`src/rtl/gpu_bus_arb.sv`:
```
// -----------------------------------------------------------------------------
// gpu_bus_arb
//
// Main-memory bus arbiter. It shares the external bus between NREQ masters
// (object processor/refresh, GPU, blitter, CPU, ...).
//
// Priority scheme:
//   - Index 0 has fixed top priority.
//   - The GPU (HOG_IDX) wins next while its bus_hog bit is set.
//   - The remaining masters (1..NREQ-1) are served round-robin.
//
// Ownership changes only on transfer boundaries, and every handover passes
// through a one-cycle turnaround (TURN) followed by the arbitration cycle (IDLE).
//
// Parameters:
//   NREQ      number of requesters (2..8)
//   HOG_IDX   requester index affected by bus_hog (the GPU)
//   MAX_BURST transfers an owner may take under contention before forced release
//
// Ports:
//   sys_clk   in   system clock, rising-edge active
//   reset     in   asynchronous, active-high reset
//   req       in   per-requester request levels [NREQ]
//   xfer_done in   one-cycle pulse: current owner's transfer completed
//   bus_hog   in   GPU bus-hog enable (GPU control register bit 11)
//   gnt       out  registered one-hot grant, zero when no owner [NREQ]
//   gnt_id    out  index of current owner, holds last owner when gnt is zero [3]
//   bus_idle  out  high while no grant is active (IDLE and TURN)
//   burst_cnt out  transfers completed by the current owner since grant [8]
// -----------------------------------------------------------------------------
module gpu_bus_arb #(
    parameter int NREQ      = 4,
    parameter int HOG_IDX   = 1,
    parameter int MAX_BURST = 8
) (
    input  logic            sys_clk,
    input  logic            reset,
    input  logic [NREQ-1:0] req,
    input  logic            xfer_done,
    input  logic            bus_hog,
    output logic [NREQ-1:0] gnt,
    output logic [2:0]      gnt_id,
    output logic            bus_idle,
    output logic [7:0]      burst_cnt
);

    typedef enum logic [1:0] {
        ST_IDLE = 2'd0,
        ST_OWN  = 2'd1,
        ST_TURN = 2'd2
    } state_t;

    // Registered state and outputs
    state_t          r_state;
    logic [NREQ-1:0] r_gnt;
    logic [2:0]      r_gnt_id;
    logic            r_bus_idle;
    logic [7:0]      r_burst_cnt;
    logic [2:0]      r_rr;

    // Next-state values
    state_t          w_state_nxt;
    logic [NREQ-1:0] w_gnt_nxt;
    logic [2:0]      w_gnt_id_nxt;
    logic            w_bus_idle_nxt;
    logic [7:0]      w_burst_cnt_nxt;
    logic [2:0]      w_rr_nxt;

    // Arbitration results
    logic            w_hi_found;
    logic [2:0]      w_hi_id;
    logic [2:0]      w_lo_id;
    logic [2:0]      w_win_id;
    logic [NREQ-1:0] w_win_oh;

    // Release conditions
    logic            w_owner_req;
    logic            w_other_req;
    logic            w_at_limit;
    logic            w_hog_exempt;
    logic            w_release;
    logic [7:0]      w_burst_inc;

    // One-hot encode a requester index
    function automatic logic [NREQ-1:0] f_onehot(input logic [2:0] id);
        logic [NREQ-1:0] v;
        for (int i = 0; i < NREQ; i++) begin
            v[i] = (id == 3'(i));
        end
        return v;
    endfunction

    // Winner selection.
    // The round-robin search covers 1..NREQ-1, starting just above r_rr. It is
    // done as two descending scans, so the lowest matching index wins each scan:
    //   - the "hi" scan looks only above r_rr;
    //   - the "lo" scan covers the whole range and supplies the wrap-around
    //     candidate.
    always_comb begin
        w_hi_found = 1'b0;
        w_hi_id    = 3'd0;
        w_lo_id    = 3'd0;
        for (int i = NREQ - 1; i >= 1; i--) begin
            w_hi_found = (req[i] && (3'(i) > r_rr)) ? 1'b1  : w_hi_found;
            w_hi_id    = (req[i] && (3'(i) > r_rr)) ? 3'(i) : w_hi_id;
            w_lo_id    = req[i] ? 3'(i) : w_lo_id;
        end
        if (req[0]) begin
            w_win_id = 3'd0;
        end else if (bus_hog && req[HOG_IDX]) begin
            w_win_id = 3'(HOG_IDX);
        end else if (w_hi_found) begin
            w_win_id = w_hi_id;
        end else begin
            w_win_id = w_lo_id;
        end
        w_win_oh = f_onehot(w_win_id);
    end

    // r_gnt is the owner's one-hot in OWN, so it splits req into owner and others
    assign w_owner_req  = |(req & r_gnt);
    assign w_other_req  = |(req & ~r_gnt);
    assign w_at_limit   = (({1'b0, r_burst_cnt} + 9'd1) >= 9'(MAX_BURST));
    // A pending top-priority request cancels the GPU's hog exemption
    assign w_hog_exempt = r_gnt[HOG_IDX] & bus_hog & ~req[0];
    assign w_release    = ~w_owner_req
                        | (xfer_done & w_at_limit & w_other_req & ~w_hog_exempt);
    assign w_burst_inc  = (r_burst_cnt == 8'd255) ? 8'd255 : (r_burst_cnt + 8'd1);

    // Next-state and next-output logic for the IDLE/OWN/TURN controller
    always_comb begin
        w_state_nxt     = r_state;
        w_gnt_nxt       = r_gnt;
        w_gnt_id_nxt    = r_gnt_id;
        w_bus_idle_nxt  = r_bus_idle;
        w_burst_cnt_nxt = r_burst_cnt;
        w_rr_nxt        = r_rr;
        case (r_state)
            ST_IDLE: begin
                if (|req) begin
                    w_state_nxt     = ST_OWN;
                    w_gnt_nxt       = w_win_oh;
                    w_gnt_id_nxt    = w_win_id;
                    w_burst_cnt_nxt = 8'd0;
                    w_bus_idle_nxt  = 1'b0;
                end else begin
                    w_state_nxt     = ST_IDLE;
                    w_gnt_nxt       = '0;
                    w_bus_idle_nxt  = 1'b1;
                end
            end
            ST_OWN: begin
                // A transfer that completes in the release cycle is still counted
                w_burst_cnt_nxt = xfer_done ? w_burst_inc : r_burst_cnt;
                if (w_release) begin
                    w_state_nxt    = ST_TURN;
                    w_gnt_nxt      = '0;
                    w_bus_idle_nxt = 1'b1;
                    // The fixed-priority master does not move the rotation
                    w_rr_nxt       = (r_gnt_id != 3'd0) ? r_gnt_id : r_rr;
                end else begin
                    w_state_nxt    = ST_OWN;
                    w_bus_idle_nxt = 1'b0;
                end
            end
            ST_TURN: begin
                w_state_nxt    = ST_IDLE;
                w_gnt_nxt      = '0;
                w_bus_idle_nxt = 1'b1;
            end
            default: begin
                w_state_nxt    = ST_IDLE;
                w_gnt_nxt      = '0;
                w_bus_idle_nxt = 1'b1;
            end
        endcase
    end

    // State and output registers; reset drops the grant without waiting for a clock
    always_ff @(posedge sys_clk or posedge reset) begin
        if (reset) begin
            r_state     <= ST_IDLE;
            r_gnt       <= '0;
            r_gnt_id    <= 3'd0;
            r_bus_idle  <= 1'b1;
            r_burst_cnt <= 8'd0;
            r_rr        <= 3'd0;
        end else begin
            r_state     <= w_state_nxt;
            r_gnt       <= w_gnt_nxt;
            r_gnt_id    <= w_gnt_id_nxt;
            r_bus_idle  <= w_bus_idle_nxt;
            r_burst_cnt <= w_burst_cnt_nxt;
            r_rr        <= w_rr_nxt;
        end
    end

    assign gnt       = r_gnt;
    assign gnt_id    = r_gnt_id;
    assign bus_idle  = r_bus_idle;
    assign burst_cnt = r_burst_cnt;

endmodule

```
`config.mk`:
```
export PLATFORM = sky130hd
export DESIGN_NAME = gpu_bus_arb
export DESIGN_NICKNAME = d
export VERILOG_FILES = /design/src/rtl/gpu_bus_arb.sv
export SDC_FILE = /design/constraint.sdc
export NUM_CORES = 1
export LEC_CHECK = 0
export ABC_AREA = 1
export CORE_MARGIN = 5
export CORE_UTILIZATION = 45
export DETAILED_ROUTE_END_ITERATION = 6
export GPL_ROUTABILITY_DRIVEN = 0
export PLACE_DENSITY_LB_ADDON = 0.05
export SYNTH_ARGS = -nofsm -noshare
export SYNTH_HDL_FRONTEND = slang
export SYNTH_SLANG_ARGS = --single-unit
```
`constraint.sdc`:
```
create_clock -name sys_clk -period 1.55 [get_ports sys_clk]
set_input_delay 0.2325 -clock sys_clk [delete_from_list [all_inputs] [get_ports sys_clk]]
set_output_delay 0.2325 -clock sys_clk [all_outputs]
set_load 0.005 [all_outputs]
```
### Word-level counts from Yosys, hierarchy flattened

Index checks and enable logic that the tools add are counted.

* output and inout port bits: 16
* input port bits: 8
* logic and storage cells: 71
* register bits: 21

* add/sub/neg operators: 2
* equality and inequality tests: 8
* order comparisons: 4
* multiplexer cells: 25
* bitwise logic cells: 12
* reduce and logical (&&, ||, !) cells: 14

Operator list (number)
* 8-bit two-way mux: 3
* 2-bit two-way mux: 10
* 8-bit case mux with 2 select lines: 1
* 4-bit OR reduction: 3
* 8-bit by 1-bit adder with 9-bit output (second input constant): 1
* 9-bit by 4-bit >= comparator with 1-bit output (second input constant): 1
* 8-bit by 1-bit adder with 8-bit output (second input constant): 1
* 4-bit AND: 2
* 8-bit equality test (second input constant): 1
* 4-bit two-way mux: 2
* 4-bit case mux with 2 select lines: 1
* 3-bit by 2-bit equality test with 1-bit output (second input constant): 2
* 2-bit by 3-bit greater-than comparator with 1-bit output (first input constant): 2
* 1-bit two-way mux: 6
* 2-bit inequality test (second input constant): 3
* 3-bit AND reduction: 2
* 1-bit AND: 5
* 1-bit logical AND: 4
* 4-bit inverter: 1
* 2-bit case mux with 2 select lines: 1
* 3-bit by 1-bit equality test with 1-bit output (second input constant): 1
* 1-bit by 3-bit greater-than comparator with 1-bit output (first input constant): 1
* 3-bit logical NOT: 1
* 1-bit inverter: 3
* 7 further kinds: 7

### Longest topological paths before layout

Gate-level depths: netlist of run 1.

* word-level depth: 11
* gate-level depth with buffers: 11
* mapped depth without buffers: 11

### Worst setup path before layout of run 1

OpenSTA, ideal clock, no wires.

* kind: register to register
* start point: register r_burst_cnt[1] (netlist: burst_cnt[1])
* end point: register r_gnt[2] (netlist: gnt[2])
* path buffers: 0
* required time: 1.484 ns
* arrival time: 1.485 ns
* setup slack: 0.000 ns
* period minus slack after synthesis: 1.550 ns
* setup time: 0.066 ns
* cell stages (with the launch flop): 12
* cell sequence: dfrtp_1 -> ha_1 -> nand3_1 -> nand2_1 -> nand2_1 -> nor2_2 -> nand3_2 -> o21bai_4 -> nand3_2 -> inv_2 -> nand2_1 -> nand2_1

* word-level cells in the longest chain between the ends: 7

Ends and longest elaborated chain
* start: declaration: RTL line 58 `logic [7:0] r_burst_cnt;`
* start signal: assignment: RTL line 193 `r_burst_cnt <= w_burst_cnt_nxt;`
* 8-bit by 1-bit adder with 9-bit output: RTL line 123 `assign w_at_limit = (({1'b0, r_burst_cnt} + 9'd1) >= 9'(MAX_BURST));`
* 9-bit by 4-bit >= comparator with 1-bit output: RTL line 123
* 1-bit AND (3 in series): RTL line 127 `| (xfer_done & w_at_limit & w_other_req & ~w_hog_exempt);`
* 1-bit OR: RTL line 127
* 2-bit inequality test (no line)
* end signal: assignment: RTL line 190 `r_gnt <= w_gnt_nxt;`
* end: declaration: RTL line 55 `logic [NREQ-1:0] r_gnt;`

No other way between the ends.
A chain may end at the register's enable or synchronous reset.

### Worst setup path in the final report of run 1

* start point: register r_burst_cnt[0] (netlist: burst_cnt[0])
* end point: register r_gnt[1] (netlist: gnt[1])

Same word-level chain as after synthesis.

==> metrics.md, run 1 <==
| Metric | Value |
|---|---|
| GRT met2 Usage | 0.3256 |
| Hold slack | 0.2449 ns |
| Clk buf depth | 2 |
| CTS Hold Bufs | 0 |
| Worst setup path class | register to register |
| Initial core utilization | 0.4653 |
| TritonCTS clock tree | yes |
| IR Drop Worst-Case VDD | 0.8706 mV |
| Min Clock Period, post-route | 1.588 ns |
| DR vias | 1172 |
| CTS root buf | clkbuf_4 |
| Outcome | complete, but fails checks |
| IO Count | 24 |
| Inserted Clock Buffers | 3 |
| Post-Synthesis Mean Instance Area | 7.370 µm² |
| Insertion delay to the later sink of the worst-skew pair | 0.29 ns |
| PnR worst setup slack | -0.03815 ns |
| Proportion of synthesized chip area in sequential cells | 0.4173 |
| Diode count | 0 |
| Layout Area Growth over Synthesis | 43.70% |
| Flip-flop cell with the highest count after synthesis | dfrtp_1 |
| Final Cycle Share | 1.025 |
| Total Die Area | 0.003646 mm² |
| Port bufs | 22 |
| Warnings, synthesis | 0 |
| Global Route met1 Usage | 0.2329 |
| Number of rows created at floorplan | 18 |
| Number of flops mapped to enable cells by yosys | 0 |
| Class of the worst hold path | input port to async pin |
| Total of flip-flops plus latches after synthesis | 19 |
| Syn Std Cell Area | 0.001142 mm² |
| Share of post-route cells with drive strength above 1 | 0.2690 |
| Crit path capture type | register |
| Wire length of the first global-routing pass | 5.023 mm |
| Number of violations of the max-capacitance limit | 0 |
| Most utilized layer in the global route result | met2 |
| RSZ-0062 raised after global routing | yes |
| First-pass iteration count of the detailed router | 4 |
| Startpoint types | register |
| Largest area contributor in the netlist | dfrtp_1 |
| Number of hold violations in the final report | 0 |
| Die width | 60.39 µm |
| Final setup vio count | 8 |
| Violated checks | negative setup slack |
| Total global routing track utilization | 0.1830 |
| Count of unresolved DRC violations after routing | 0 |
| Power density cells | 1184 mW/mm² |
| Met3 Track Usage GR | 0.01915 |
| Via count of the first global-routing pass | 1145 |
| Die boundary height | 60.39 µm |
| Number of nets in the final layout | 208 |
| Iter 0 DRT Violations | 58 |
| Drt via density | 5.163 |
| Sink count of the clock tree | 19 |
| Biggest fanout along the worst timing path | 4 |
| Post-Layout Cell Count | 227 |
| Post-Synthesis Cells | 155 |
| Leading cell type by number of instances after synthesis | nand2_1 |
| Async SR Flop Fraction | 1.000 |
| Average detailed-routed wire length per instance | 12.73 µm |
| Maximum clock frequency | 629.7 MHz |
| Post-synth cell types | 25 |
| Top cell type's share of synthesized area | 0.3943 |
| Core Box Area | 0.002455 mm² |
| Cell Count Post-Placement | 219 |
| ANT nets after route | 0 |
| H-tree depth reported by CTS | 1 |
| Total length of routed wires | 2.889 mm |
| Leakage power | 0.8292 nW |
| Maximum number of pins on one net before global-route repair | 20 |
| Final setup skew | 0.008412 ns |
| Cell types occupying the most area after synthesis | dfrtp_1 (39%), nand2_1 (15%), o21ai_1 (5.7%) |
| Number of antenna violations at the first check in global routing | 0 |
| Synth top cells by count | nand2_1 (45), dfrtp_1 (18), inv_1 (14) |
| Final number of max-transition violations | 0 |
| Critical path required time | 1.78 ns |
| Detailed placer's ending HPWL | 2.199 mm |
| Arrival time at the worst endpoint | 1.81 ns |
| Total global routing overflow | 0 |
| Register-to-Register Setup Slack | -0.04 ns |
| Number of nets in the synthesized netlist | 165 |
| Clock Pin Slew Worst Setup and Hold Paths | 0.11 ns |
worst paths after layout:
check | startpoint | to | cells past startpoint
min | reset | r_rr[0] | 3
max reg2reg | burst_cnt[0] | gnt[1] | 11
min reg2reg | r_rr[1] | r_rr[1] | 2
max in group asynchronous | reset | bus_idle | 3
max | burst_cnt[0] | gnt[1] | 11
min in group sys_clk | r_rr[1] | r_rr[1] | 2
where the power goes:
group          leakage [nW]  internal (mW)  switching (mW)
Clock                0.0150         0.0999           0.143
Combinational         0.571          0.443           0.498
Sequential            0.244          0.643           0.118
area by class of cell:
class / instances / area [µm²]
tap: 30 / 37.54
clock buffer: 4 / 26.28
multi-input combinational: 110 / 638.1
sequential: 19 / 481.7
fill: 223 / 813.3
inverter: 24 / 90.09
timing repair buffer: 40 / 367.9
placed cells by master (no fill, tap or decap), drive strengths merged:
cell	Yosys	routed
dfstp	1	1
conb	1	1
clkbuf	0	4
o221ai	1	1
clkdlybuf4s50	0	17
clkinv	3	2
o21ai	18	18
dlygate4sd2	0	2
a21oi	5	5
o22ai	3	3
inv	21	22
o21bai	2	2
nor2	9	9
ha	2	2
a311oi	1	1
buf	2	18
nand2	45	45
nand4	5	5
dlymetal6s2s	0	3
nand3	15	15
and3	1	1
dfrtp	18	18
or2	2	2
per-stage QoR:
stage	utilization	setup TNS (ns)	power (mW)	instance area, µm²	setup slack [ns]
CTS	0.6504	-0.2688	1.949	1597	-0.04170
global route	0.6687	-1.114	2.105	1642	-0.1664
finish	0.6687	-0.1635	1.944	1642	-0.03815
global placement	0.6075	-1.963	1.637	1491	-0.1469
detailed placement	0.6075	-2.302	1.644	1491	-0.1724
floorplan	-	0	1.217	1144	0.01970
registers in the layout, summed over array words and instances, names as in the netlist:
register   cells
bus_idle       1
gnt            4
burst_cnt      8
r_state        2
r_rr           2
gnt_id         2
metal layers:
| metal | part of all wire | vias to the layer above | routed length, µm |
|---|---|---|---|
| li1 | - | 599 | - |
| met4 | 0.0076 | 0 | 22 |
| met2 | 0.53 | 27 | 1521 |
| met3 | 0.038 | 2 | 110 |
| met5 | 0 | - | 0 |
| met1 | 0.43 | 544 | 1234 |
what timing repair did:
| item | CTS | global route |
|---|---|---|
| setup endpoints to repair | 11 | 15 |
| resized for setup | 14 | 15 |
| hold endpoints to repair | 0 | 0 |
| pin swaps | 9 | 11 |
| setup buffers | 4 | 0 |
logic make-up (layout without fill, tap and decap cells):
kind of cell	count (synthesis)	count (layout)	synth area share
adders and majority gates	2	2	0.02190
DFF	19	19	0.4173
AOI/OAI and AO/OA	30	30	0.1588
and+or+nand+nor	77	77	0.3067
other	1	1	0.003283
buffers and inverters	26	68	0.09200
critical path, cell delays in order, from the launching register on:
cell and delay [ns]:
dfrtp_1 0.43, ha_4 0.20, nand2_4 0.05, nor2_2 0.10, nand3_1 0.10, nand2_1 0.09, nand3_2 0.09, o21bai_4 0.18
nand3_4 0.12, inv_2 0.07, nand2_1 0.04, nand2_1 0.05
(Power assumes the default switching activity.)
==> run 2: changes to the inputs <==
--- a/config.mk
+++ b/config.mk
@@ -6,7 +6,7 @@
 export NUM_CORES = 1
 export LEC_CHECK = 0
 export ABC_AREA = 1
-export CORE_MARGIN = 5
+export CORE_MARGIN = 3
 export CORE_UTILIZATION = 45
 export DETAILED_ROUTE_END_ITERATION = 6
 export GPL_ROUTABILITY_DRIVEN = 0
==> run 2 against run 1 <==
Effect of this change:
- worst setup slack got worse by 0.021 ns
- die area down 13%
- critical path depth fell by 1
- first-iteration DRC count is 36% higher
- via count increased by 4.8%
- combinational power increased by 3.4%
- clock power barely moved
- sequential power barely moved
- the run still ends with negative setup slack left
- worst hold slack gained 0.023 ns
- clock-buffer cell count stayed put
- wire length grew 5.8%
==> metrics.md, run 2 (synthesized netlist as in run 1, its figures left out) <==
| Metric | Value |
|---|---|
| Final number of max-transition violations | 0 (unchanged) |
| Outcome | complete, but fails checks |
| Leading cell types in the layout, fill and taps excluded | nand2_1 (41), buf_4 (20), clkdlybuf4s50_1 (18) |
| Worst setup path class | register to register |
| Power share of the clock group | 0.122 (-0.003) |
| RSZ-0062 raised after global routing | yes |
| Biggest fanout along the worst timing path | 4 (unchanged) |
| Share of post-route cells with drive strength above 1 | 0.2985 (+0.02947) |
| Insertion delay to the later sink of the worst-skew pair | 0.29 ns (about the same) |
| H-tree depth reported by CTS | 1 (unchanged) |
| Average detailed-routed wire length per instance | 13.35 µm (+4.9%) |
| Total global routing overflow | 0 (unchanged) |
| Number of rows created at floorplan | 17 (-1) |
| Leakage power | 0.8143 nW (-1.8%) |
| Number of nets in the final layout | 212 (+1.9%) |
| Count of unresolved DRC violations after routing | 0 (unchanged) |
| Final setup vio count | 7 (-1) |
| Min Clock Period, post-route | 1.610 ns (+0.02141 ns) |
| Area used by multi-input combinational logic | 638.1 µm² (unchanged) |
| ANT nets after route | 0 (unchanged) |
| Area taken by flip-flops and latches | 480.5 µm² (-0.26%) |
| Initial core utilization | 0.4927 (+0.02737) |
| Arrival time at the worst endpoint | 1.80 ns (about the same) |
| Layout Area Growth over Synthesis | 45.78% |
| Power density cells | 1187 mW/mm² (+0.26%) |
| Final core occ | 0.7183 (+0.04959) |
| Number of hold violations in the final report | 0 (unchanged) |
| Wire length of the first global-routing pass | 5.030 mm (+0.14%) |
| Sink count of the clock tree | 19 (unchanged) |
| Maximum number of pins on one net before global-route repair | 20 (unchanged) |
| Internal power | 1.208 mW (+1.9%) |
| Startpoint types | register |
| Total Die Area | 0.003179 mm² (-13%) |
| Final Cycle Share | 1.038 (+0.01381) |
| Critical path required time | 1.74 ns (-0.04 ns) |
| DR vias | 1228 (+4.8%) |
| Drt via density | 5.362 (+3.9%) |
| Port bufs | 22 (unchanged) |
| Fraction of power spent switching nets | 0.3891 (-0.0009617) |
| Clk buf depth | 2 (unchanged) |
| Post-Layout Cell Count | 229 (+0.88%) |
| First-pass iteration count of the detailed router | 4 (unchanged) |
| Inserted Clock Buffers | 3 (unchanged) |
| Maximum clock frequency | 621.3 MHz (-1.3%) |
| Die boundary height | 56.39 µm (-6.6%) |
| Power, Total | 1.978 mW (+1.7%) |
| Filler Cell Count | 209 (-6.3%) |
| Max reg flops | 8 (unchanged) |
| Total global routing track utilization | 0.1939 (+0.01091) |
| Class of the worst hold path | input port to async pin |
| CTS root buf | clkbuf_4 |
| Detailed placer's ending HPWL | 2.253 mm (+2.4%) |
| Cell Count Post-Placement | 220 (+0.46%) |
| Via count of the first global-routing pass | 1216 (+6.2%) |
| Clock Pin Slew Worst Setup and Hold Paths | 0.10 ns (about the same) |
| Number of antenna violations at the first check in global routing | 0 (unchanged) |
| Final setup skew | 0.005804 ns (-0.002608 ns) |
| Die width | 56.39 µm (-6.6%) |
| Diode count | 0 (unchanged) |
| Most frequent standard cell in the layout excluding fill and tap cells | nand2_1 |
| IO Count | 24 (unchanged) |
| Share of power burned in combinational logic | 0.492 (+0.008) |
| Power spent charging and discharging nets | 0.7695 mW (+1.5%) |
| Violated checks | negative setup slack |
| Iter 0 DRT Violations | 79 (+36%) |
| Number of violations of the max-capacitance limit | 0 (unchanged) |
| Core Box Area | 0.002318 mm² (-5.6%) |
| Total length of routed wires | 3.058 mm (+5.8%) |
| Hold slack | 0.2679 ns (+0.02306 ns) |
| PnR worst setup slack | -0.05956 ns (-0.02141 ns) |
| Crit path capture type | register |
| IR Drop Worst-Case VDD | 0.9084 mV (+4.3%) |
| TritonCTS clock tree | yes |
| Sequential Power Share | 0.386 (-0.005) |
-- run 2: cell count changes in the layout (fill, tap and decap cells not counted), sizes merged --
cell,change
dlymetal6s2s,-2
clkinvlp,+1
clkdlybuf4s50,+1
dlygate4sd2,+1
inv,-1
buf,+4
-- run 2: worst paths after layout --
check,startpoint,to,slack [ns],depth (start not counted)
max,burst_cnt[0],r_rr[1],-0.06,10
min,reset,burst_cnt[5],0.27,3
max reg2reg,burst_cnt[0],r_rr[1],-0.06,10
min reg2reg,r_rr[0],r_rr[0],0.52,2
max in group asynchronous,reset,bus_idle,1.02,3
min in group sys_clk,r_rr[0],r_rr[0],0.52,2
-- run 2: power by group through the flow --
stage	clock [mW]	combinational (mW)	sequential, mW
after floorplan	0	0.456	0.761
after global placement	0	0.882	0.758
after detailed placement	0	0.903	0.754
after CTS	0.249	0.929	0.760
after global routing	0.272	1.08	0.781
final	0.241	0.973	0.764
-- run 2: metrics by stage --
step	instance area, µm²	TNS, ns	worst slack [ns]
2_1_floorplan	1144	0	0.01970
3_3_place_gp	1511	-1.678	-0.1257
3_5_place_dp	1511	-2.573	-0.1973
4_1_cts	1619	-0.2001	-0.03763
5_1_grt	1665	-1.875	-0.2261
6_report	1665	-0.2273	-0.05956
-- run 2: worst max-delay path: stages (launching register included) --
cell	delay, ns
dfrtp_1	0.43
ha_4	0.20
nand3_4	0.09
o21bai_1	0.25
nand2_2	0.09
nand3_2	0.09
o21bai_4	0.08
nand2_1	0.07
nand3_1	0.09
nand2_1	0.07
nand2_1	0.05
-- run 2: layout make-up --
type                       instances  share of cell area
inverter                          24             0.05635
sequential                        19              0.2885
clock buffer                       4             0.01578
timing repair buffer              44              0.2352
tap                               28             0.02104
multi-input combinational        110              0.3832
-- run 2: routing by layer --
metal | global-route usage | vias to the layer above | share of wire
met5 | 0 | - | 0
met4 | 0.05763 | 0 | 0.024
met3 | 0.01839 | 10 | 0.035
met2 | 0.3756 | 39 | 0.53
met1 | 0.2208 | 574 | 0.41
li1 | - | 605 | -
-- run 2: timing repair --
action                                  CTS  global route
pin swaps                                 7            10
gates resized for setup                  16            13
hold buffers                              0             0
setup buffers                             4             1
endpoints found under the setup margin   17            18
gates cloned                              0             0
